--- src/rtl/usb_pkg.sv ---
// Shared USB peripheral definitions: device codes, register offsets, sequencer states, STA layout.
// Latency: none (types, constants and pure functions only).
// Backpressure: not applicable.
package usb_pkg;

  // Device codes as written to CCR[2:0]; 0 and 7 both park the port.
  typedef enum logic [2:0] {
    DEV_RESET    = 3'd0,
    DEV_AUDIO    = 3'd1,
    DEV_CAMERA   = 3'd2,
    DEV_DISK     = 3'd3,
    DEV_KEYBOARD = 3'd4,
    DEV_SERIAL   = 3'd5,
    DEV_SERIAL2  = 3'd6,
    DEV_RESET2   = 3'd7
  } dev_e;

  localparam int NUM_DEV = 6;

  // Register file byte offsets.
  localparam logic [3:0] REG_CCR = 4'd0;
  localparam logic [3:0] REG_RDR = 4'd4;
  localparam logic [3:0] REG_TDR = 4'd8;
  localparam logic [3:0] REG_STA = 4'd12;

  // Port sequencer states.
  typedef enum logic [2:0] {
    ST_IDLE   = 3'd0,
    ST_DISC   = 3'd1,
    ST_RSTDEV = 3'd2,
    ST_ENUM   = 3'd3,
    ST_ACTIVE = 3'd4,
    ST_FAULT  = 3'd5
  } seq_state_e;

  // STA bit positions.
  localparam int STA_CONN_BIT    = 0;
  localparam int STA_BUSY_BIT    = 1;
  localparam int STA_TIMEOUT_BIT = 2;
  localparam int STA_DEV_LSB     = 4;
  localparam int STA_DEV_MSB     = 6;

  // Codes that park the port rather than attach a device core.
  function automatic logic is_park(input logic [2:0] code);
    return (code == DEV_RESET) || (code == DEV_RESET2);
  endfunction

  // One-hot per-device vector, bit k-1 for device k; park codes give all zeros.
  function automatic logic [NUM_DEV-1:0] dev_onehot(input logic [2:0] code);
    logic [NUM_DEV-1:0] oh;
    oh = '0;
    for (int k = 1; k <= NUM_DEV; k++) begin
      if (code == 3'(k)) oh[k-1] = 1'b1;
    end
    return oh;
  endfunction

  // STA word describing a sequencer state for the given target device.
  function automatic logic [31:0] sta_word(input seq_state_e st, input logic [2:0] tgt);
    logic [31:0] w;
    w = '0;
    w[STA_CONN_BIT]    = (st == ST_ACTIVE);
    w[STA_BUSY_BIT]    = (st inside {ST_DISC, ST_RSTDEV, ST_ENUM});
    w[STA_TIMEOUT_BIT] = (st == ST_FAULT);
    if (st inside {ST_ENUM, ST_ACTIVE, ST_FAULT}) w[STA_DEV_MSB:STA_DEV_LSB] = tgt;
    return w;
  endfunction

endpackage

--- src/rtl/usb_dwell_timer.sv ---
// Loadable down-counter used to time how long the sequencer dwells in a state.
// Latency: load takes effect on the next edge; zero_o is a decode of the current count.
// Backpressure: none; counts every cycle and holds at zero.
module usb_dwell_timer #(
  parameter int CNT_W = 26
) (
  input  logic             clk_i,
  input  logic             rstn_i,
  input  logic             load_i,
  input  logic [CNT_W-1:0] load_val_i,
  output logic [CNT_W-1:0] value_o,
  output logic             zero_o
);

  // Load on request, otherwise count down and stick at zero.
  always_ff @(posedge clk_i) begin
    if (!rstn_i) begin
      value_o <= '0;
    end else if (load_i) begin
      value_o <= load_val_i;
    end else if (value_o != '0) begin
      value_o <= value_o - CNT_W'(1);
    end
  end

  assign zero_o = (value_o == '0);

endmodule

--- src/rtl/usb_port_sequencer.sv ---
// Hands the shared USB port between device cores: disconnect, core reset, connect-and-wait.
// Latency: request seen at edge n gives DISC from edge n+1; STA write one cycle after each state change.
// Backpressure: none; a new request restarts the sequence from any state.
module usb_port_sequencer
  import usb_pkg::*;
#(
  parameter int unsigned DISC_CYCLES  = 480000,
  parameter int unsigned RST_CYCLES   = 16,
  parameter int unsigned CONN_TIMEOUT = 48000000,
  parameter int          CNT_W        = 26
) (
  input  logic         clk_i,
  input  logic         rstn_i,
  input  logic [2:0]   req_sel_i,
  input  logic [5:0]   dev_connected_i,
  output logic [2:0]   port_sel_o,
  output logic [5:0]   dev_rstn_o,
  output logic         busy_o,
  output logic         sta_we_o,
  output logic [31:0]  sta_data_o
);

  // The timer reloads N-1 so a state lasts exactly N cycles.
  localparam logic [CNT_W-1:0] DISC_LD = CNT_W'(DISC_CYCLES - 1);
  localparam logic [CNT_W-1:0] RST_LD  = CNT_W'(RST_CYCLES - 1);
  localparam logic [CNT_W-1:0] CONN_LD = CNT_W'(CONN_TIMEOUT - 1);

  seq_state_e       state, prev_state, nxt_state;
  logic [2:0]       tgt, nxt_tgt;
  logic             req_chg, tgt_conn;
  logic             tmr_load, tmr_zero;
  logic [CNT_W-1:0] tmr_load_val, tmr_value;
  logic             tmr_value_unused;

  usb_dwell_timer #(.CNT_W(CNT_W)) u_timer (
    .clk_i      (clk_i),
    .rstn_i     (rstn_i),
    .load_i     (tmr_load),
    .load_val_i (tmr_load_val),
    .value_o    (tmr_value),
    .zero_o     (tmr_zero)
  );

  // The raw count is exported by the timer for debug; only its zero decode steers the FSM.
  assign tmr_value_unused = ^tmr_value;

  assign req_chg  = (req_sel_i != tgt);
  assign tgt_conn = |(dev_connected_i & dev_onehot(tgt));
  assign nxt_tgt  = req_chg ? req_sel_i : tgt;

  // Next state and timer reload; a changed request overrides everything else.
  always_comb begin
    nxt_state    = state;
    tmr_load     = 1'b0;
    tmr_load_val = '0;
    if (req_chg) begin
      nxt_state    = ST_DISC;
      tmr_load     = 1'b1;
      tmr_load_val = DISC_LD;
    end else begin
      case (state)
        ST_DISC: begin
          if (tmr_zero) begin
            if (is_park(tgt)) begin
              nxt_state = ST_IDLE;
            end else begin
              nxt_state    = ST_RSTDEV;
              tmr_load     = 1'b1;
              tmr_load_val = RST_LD;
            end
          end
        end
        ST_RSTDEV: begin
          if (tmr_zero) begin
            nxt_state    = ST_ENUM;
            tmr_load     = 1'b1;
            tmr_load_val = CONN_LD;
          end
        end
        ST_ENUM: begin
          if (tgt_conn)      nxt_state = ST_ACTIVE;
          else if (tmr_zero) nxt_state = ST_FAULT;
        end
        ST_ACTIVE: begin
          if (!tgt_conn) begin
            nxt_state    = ST_ENUM;
            tmr_load     = 1'b1;
            tmr_load_val = CONN_LD;
          end
        end
        default: nxt_state = state;
      endcase
    end
  end

  // State, target and registered port controls; STA posts the state entered on the previous edge.
  always_ff @(posedge clk_i) begin
    if (!rstn_i) begin
      state      <= ST_IDLE;
      prev_state <= ST_IDLE;
      tgt        <= 3'd0;
      port_sel_o <= 3'd0;
      dev_rstn_o <= 6'b0;
      busy_o     <= 1'b0;
      sta_we_o   <= 1'b0;
      sta_data_o <= 32'd0;
    end else begin
      state      <= nxt_state;
      prev_state <= state;
      tgt        <= nxt_tgt;
      if (nxt_state inside {ST_ENUM, ST_ACTIVE}) begin
        port_sel_o <= nxt_tgt;
        dev_rstn_o <= dev_onehot(nxt_tgt);
      end else begin
        port_sel_o <= 3'd0;
        dev_rstn_o <= 6'b0;
      end
      busy_o     <= (nxt_state inside {ST_DISC, ST_RSTDEV, ST_ENUM});
      sta_we_o   <= (state != prev_state);
      sta_data_o <= sta_word(state, tgt);
    end
  end

endmodule

--- config.mk ---
export PLATFORM = sky130hd
export DESIGN_NAME = usb_port_sequencer
export DESIGN_NICKNAME = d
export VERILOG_FILES = /design/src/rtl/usb_pkg.sv /design/src/rtl/usb_dwell_timer.sv /design/src/rtl/usb_port_sequencer.sv
export SDC_FILE = /design/constraint.sdc
export NUM_CORES = 1
export LEC_CHECK = 0
export ABC_CLOCK_PERIOD_IN_PS = 7100
export BUFFER_PORTS_ARGS = -buffer_cell sky130_fd_sc_hd__buf_2
export CAP_MARGIN = 20
export CELL_PAD_IN_SITES_DETAIL_PLACEMENT = 2
export CELL_PAD_IN_SITES_GLOBAL_PLACEMENT = 2
export CORE_MARGIN = 8
export CORE_UTILIZATION = 34
export DETAILED_ROUTE_END_ITERATION = 10
export GPL_TIMING_DRIVEN = 0
export PLACE_DENSITY = 0.84
export SLEW_MARGIN = 10
export SYNTH_ARGS = -nofsm -noshare
export SYNTH_HDL_FRONTEND = slang
export SYNTH_SLANG_ARGS = --single-unit
--- constraint.sdc ---
create_clock -name clk_i -period 7.1 [get_ports clk_i]
set_input_delay 0 -clock clk_i [delete_from_list [all_inputs] [get_ports clk_i]]
set_output_delay 0 -clock clk_i [all_outputs]
set_load 0.1 [all_outputs]
Word-level counts from Yosys, hierarchy flattened
Index checks and enable logic that the tools add are counted.
{ "op_classes": {"add_sub_neg": 1, "n_mux": 35, "n_reduce_logical": 12, "bitwise": 1, "eq_ne": 24} }
{ "op_table": {"columns": ["operator", "n"], "rows": [
  ["two-way mux 26 bit", 5],
  ["one-hot mux 26 bit (3 select lines)", 1],
  ["== test 3 bit (second input constant)", 10],
  ["zero test 26 bit", 1],
  ["nonzero test 26 bit", 1],
  ["subtractor 26 x 1 -> 26 bit (second input constant)", 1],
  ["== test 3 x 2 -> 1 bit (second input constant)", 8],
  ["two-way mux 3 bit", 7],
  ["two-way mux 1 bit", 17],
  ["== test 3 x 1 -> 1 bit (second input constant)", 4],
  ["one-hot mux 3 bit (4 select lines)", 1],
  ["nonzero test 3 bit", 3],
  ["two-way mux 4 bit", 2],
  ["AND 6 bit", 1],
  ["inequality test 3 bit", 2],
  ["OR reduction 6 bit", 1],
  ["AND reduction 2 bit", 2],
  ["nonzero test 2 bit", 2],
  ["zero test 3 bit", 1],
  ["one-hot mux 1 bit (3 select lines)", 1],
  ["two-way mux 2 bit", 1],
  ["logical OR 1 bit", 1]
]} }
{ "word_totals": {"wordCells": 84, "regBits": 78, "in_bits": 11, "out_inout_bits": 43} }

Longest topological paths before layout
{ "depth": {"ltp_word": 10, "ltp_mapped": 10, "mapped_depth_nobuf": 9} }

Cells and area by module
A second synthesis with hierarchy kept.
{ "hier_totals": {"hier_cells": 324, "area_unflattened_um2": 2860.2} }
{ "by_module_without_submodules": {"columns": ["module", "instances", "seq_area_each_um2", "cells_each", "area_per_inst_um2"], "rows": [
  ["usb_dwell_timer", 1, 520.5, 189, 1526.5],
  ["usb_port_sequencer", 1, 520.5, 135, 1333.8]
]} }

Worst setup path before layout
No wires, ideal clock.
{ "synth_path": {"path_kind": "register to register", "from": "register u_timer.value_o[0]", "to": "register dev_rstn_o[2]", "setup_ns": 0.137, "path_buffers": 1, "arrival_time_ns": 2.468, "t_required_ns": 6.963, "period_less_slack_ns": 2.605, "path_stages_with_launch": 11, "setup_slack_ns": 4.495, "cell_sequence": "dfxtp_1 -> inv_1 -> ha_1 -> or4b_2 -> nor3_1 -> and3_1 -> buf_4 -> o2111ai_1 -> o21a_1 -> mux2i_2 -> nor4b_1"} }
{ "synth_between": {"elab_chain_cells": 8, "elab_cells_between_ends": 11, "cone_classes": "2 x eq/ne; 6 x mux; 3 x reduce/logical"} }
{ "synth_rtl": {"columns": ["item", "line_no", "text"], "rows": [
  ["start: declaration", "usb_dwell_timer.sv:11", "output logic [CNT_W-1:0] value_o,"],
  ["start signal: assignment", "usb_dwell_timer.sv:20", "value_o <= load_val_i;"],
  ["start signal: assignment", "usb_dwell_timer.sv:22", "value_o <= value_o - CNT_W'(1);"],
  ["zero test 26 bit (*)", "usb_dwell_timer.sv:26", "assign zero_o = (value_o == '0);"],
  ["two-way mux 3 bit", "usb_port_sequencer.sv:82", "else if (tmr_zero) nxt_state = ST_FAULT;"],
  ["two-way mux 3 bit", "usb_port_sequencer.sv:81", "if (tgt_conn) nxt_state = ST_ACTIVE;"],
  ["one-hot mux 3 bit (4 select lines) (*)", "usb_port_sequencer.sv:61", "case (state)"],
  ["two-way mux 3 bit (*)", "usb_port_sequencer.sv:56", "if (req_chg) begin"],
  ["== test 3 x 2 -> 1 bit / == test 3 bit (equally long branches)", "usb_port_sequencer.sv:111", "if (nxt_state inside {ST_ENUM, ST_ACTIVE}) begin"],
  ["nonzero test 2 bit (*)", "usb_port_sequencer.sv:111", null],
  ["AND reduction 2 bit (no source line) (*)", null, null],
  ["end signal: assignment", "usb_port_sequencer.sv:113", "dev_rstn_o <= dev_onehot(nxt_tgt);"],
  ["end: declaration", "usb_port_sequencer.sv:17", "output logic [5:0] dev_rstn_o,"]
]} }
Mark *: on every way between the ends. The rest lies on a longest branch, timed or not.
A chain may end at the register's enable or synchronous reset.

Worst setup path in the final report
{ "layout_path": {"from": "register u_timer.value_o[0]", "to": "register dev_rstn_o[5]"} }
The elaborated chain is that of the path after synthesis.

==> metrics.txt <==
WL final=7820 um; sequential share of power=47.1%; die area=10,900 um^2; io pins=54; vias after detailed routing=2,343; CTS tree=built; RSZ-0062 raised after global routing=no; Final Hold Viols=0; first-pass GRT wire length=13,200 um; largest family of logic cells by synthesized area=simple AND/OR/NAND/NOR gates; Netlist Area Pre-Place=2650 um^2; number of enable flip-flop cells after synthesis=0; compound-cell area share of the yosys netlist=11.3%; setup_tns=0 ns; CTS resizes=0; Core ar.=7650 um^2; worst-skew pair later-pin latency=0.31 ns; I/O Buffers=27; Reg clk slew, reported paths=0.09 ns; fin nets=389; DIE WIDTH=104 um; Clock power frac=30.8%; post-CTS setup buffers=0; synth unique cells=48; worst path arrival time=3.29 ns; Routed Antenna Nets=0; Crit Path Max Fanout=9; crit path capture type=flop; Vias/cell=4.89; Worst slew margin=38.2%; Slew Limit Fails=0; Min Hold Slack=0.0140 ns; H-tree Lvls=2; Async SR Flop Fraction=0%; sequential fraction of the synthesis area=39.3%; largest net degree at the start of global routing=16; min Tclk post-route=3.11 ns; share of cells above drive strength 1=19.4%; vias in the first global route=2,635; post-synthesis simple-gate area fraction=27.1%; Gate power share=22.1%; Worst Setup Path Type=flop to flop; Area Growth Syn to Fin=18.7%; flops & latches, synth=52; Main synth FF type=dfxtp_1; P_int=0.440 mW; GRT Overall Usage=14.7%; Post-Synthesis Cells=314; Synth Area per Inst=8.44 um^2; fill cell count=901; most frequent cells in the layout=dfxtp_1, nand2_1, nor2_1; total number of yosys warnings=0; status=completed; TritonCTS Sinks=52; total gr overflow=0; switching share of power=33.3%; dpl ws=4.00 ns; Max Freq=0.321 GHz; Final WS setup=3.99 ns; Detailed Place HPWL=6050 um; Final Skew=0.0124 ns; post-synthesis mux area share=2.13%; Finish-stage setup viols=0; CP startpoint kind=flop; Power Density=210 nW/um^2; initial antenna violation count=0; Psw=0.220 mW; power after layout=0.660 mW; Die Y=104 um; diodes inserted=0; Post-Synth Adder-Cell Area=0.945%; Routed wire per std cell=16.3 um; max cap viols=0; XOR/XNOR Fraction of Synth Area=7.94%; CP required=7.27 ns; placer congestion estimate=0.778; Worst VDD drop=82.5 uV; initial detailed-routing violation count=50; clk buf depth=2; Final Cycle Share=43.9%; commonest non-fill, non-tap cell in the layout=dfxtp_1; Num CTS Buffers=5; Pre-antenna DRT Iters=4; num rows=32; Worst Tran Pin Value=0.918 ns; drc violations=0; Root Buffer=clkbuf_8; Starting Density=34.6%; Leakage Power=1.31 nW; Hold Path Class=input port to flop
## repair_timing
action	in CTS	in global routing
hold buffers	3	0
hold endpoints to repair	6	0
setup endpoints to repair	0	0
## registers in the layout, summed over array words and instances (netlist names)
signal,flops
busy_o,1
dev_rstn_o,6
port_sel_o,3
prev_state,3
sta_data_o,6
sta_we_o,1
state,3
tgt,3
u_timer.value_o,26
## critical path: stages, from the launching register on
cell and delay, ns:
dfxtp_1 0.34, inv_1 0.12, ha_1 0.16, or4b_2 0.65, nor3_1 0.29, and3_1 0.20, buf_4 0.16, o2111ai_1 0.21
o21a_1 0.24, mux2i_2 0.47, nor4b_1 0.13
## area by class of cell
| type | instances | area [um^2] | share of cell area (%) |
|---|---|---|---|
| inverters | 11 | 41.3 | 1.31 |
| flip-flops and latches | 52 | 1040 | 33.1 |
| clock inverters | 2 | 35.0 | 1.11 |
| well taps | 102 | 128 | 4.06 |
| repair buffers | 30 | 165 | 5.25 |
| clock buffers | 6 | 72.6 | 2.31 |
| plain buffers | 40 | 254 | 8.08 |
| multi-input cells | 236 | 1410 | 44.7 |
## per-layer routing
metal | vias to the layer above | wire (um) | global-route usage, %
li1 | 1156 | - | -
met1 | 1129 | 3550 | 17.5
met2 | 47 | 3880 | 25.6
met3 | 11 | 276 | 3.22
met4 | 0 | 108 | 4.14
met5 | - | 0 | 0
## power by group through the flow
stage | Sequential [mW] | Combinational (mW) | Clock (mW)
final | 0.311 | 0.146 | 0.204
after global routing | 0.313 | 0.155 | 0.221
after CTS | 0.311 | 0.145 | 0.211
after detailed placement | 0.318 | 0.143 | 0
after global placement | 0.317 | 0.140 | 0
after floorplan | 0.325 | 0.114 | 0
## cells in the mapped netlist (all sizes together) (5+ instances only)
cell	instances	area share, %
and2	7	1.7
dfxtp	52	39
nor3	13	2.5
buf	29	8.0
a31oi	7	1.7
nand2	31	4.4
clkbuf	11	1.6
a21oi	23	4.3
nor4	13	3.9
xor2	7	2.3
xnor2	17	5.6
inv	10	1.4
nand3	11	2.6
o21ai	5	0.94
nand2b	7	1.7
nor2	29	4.1
## final timing paths
check	startpoint	endpoint	slack, ns	depth (start not counted)
worst max-delay path	u_timer.value_o[0]$_SDFFE_PN0P_	dev_rstn_o[5]$_SDFF_PN0_	3.99	10
worst min-delay path	rstn_i	u_timer.value_o[18]$_SDFFE_PN0P_	0.01	3
worst max register to register	u_timer.value_o[0]$_SDFFE_PN0P_	dev_rstn_o[5]$_SDFF_PN0_	3.99	10
worst min register to register	u_timer.value_o[19]$_SDFFE_PN0P_	u_timer.value_o[19]$_SDFFE_PN0P_	0.51	2
## logic make-up (layout without fill, tap and decap cells)
group | after synthesis | count (layout)
and+or+nand+nor | 132 | 132
AOI/OAI and AO/OA | 48 | 48
DFF | 52 | 52
other | 1 | 26
buffers and inverters | 51 | 89
xor gates and xnor gates | 24 | 24
adders and majority gates | 2 | 2
muxes | 4 | 4
## stage by stage
stage          util [%]  area [um^2]  std cells
6_report           41.1         3140        479
5_1_grt            41.1         3140        479
4_1_cts            41.1         3140        479
3_5_place_dp       39.3         3010        468
3_3_place_gp       39.3         3010        468
2_1_floorplan         -         2740        339
(Power assumes the default switching activity.)
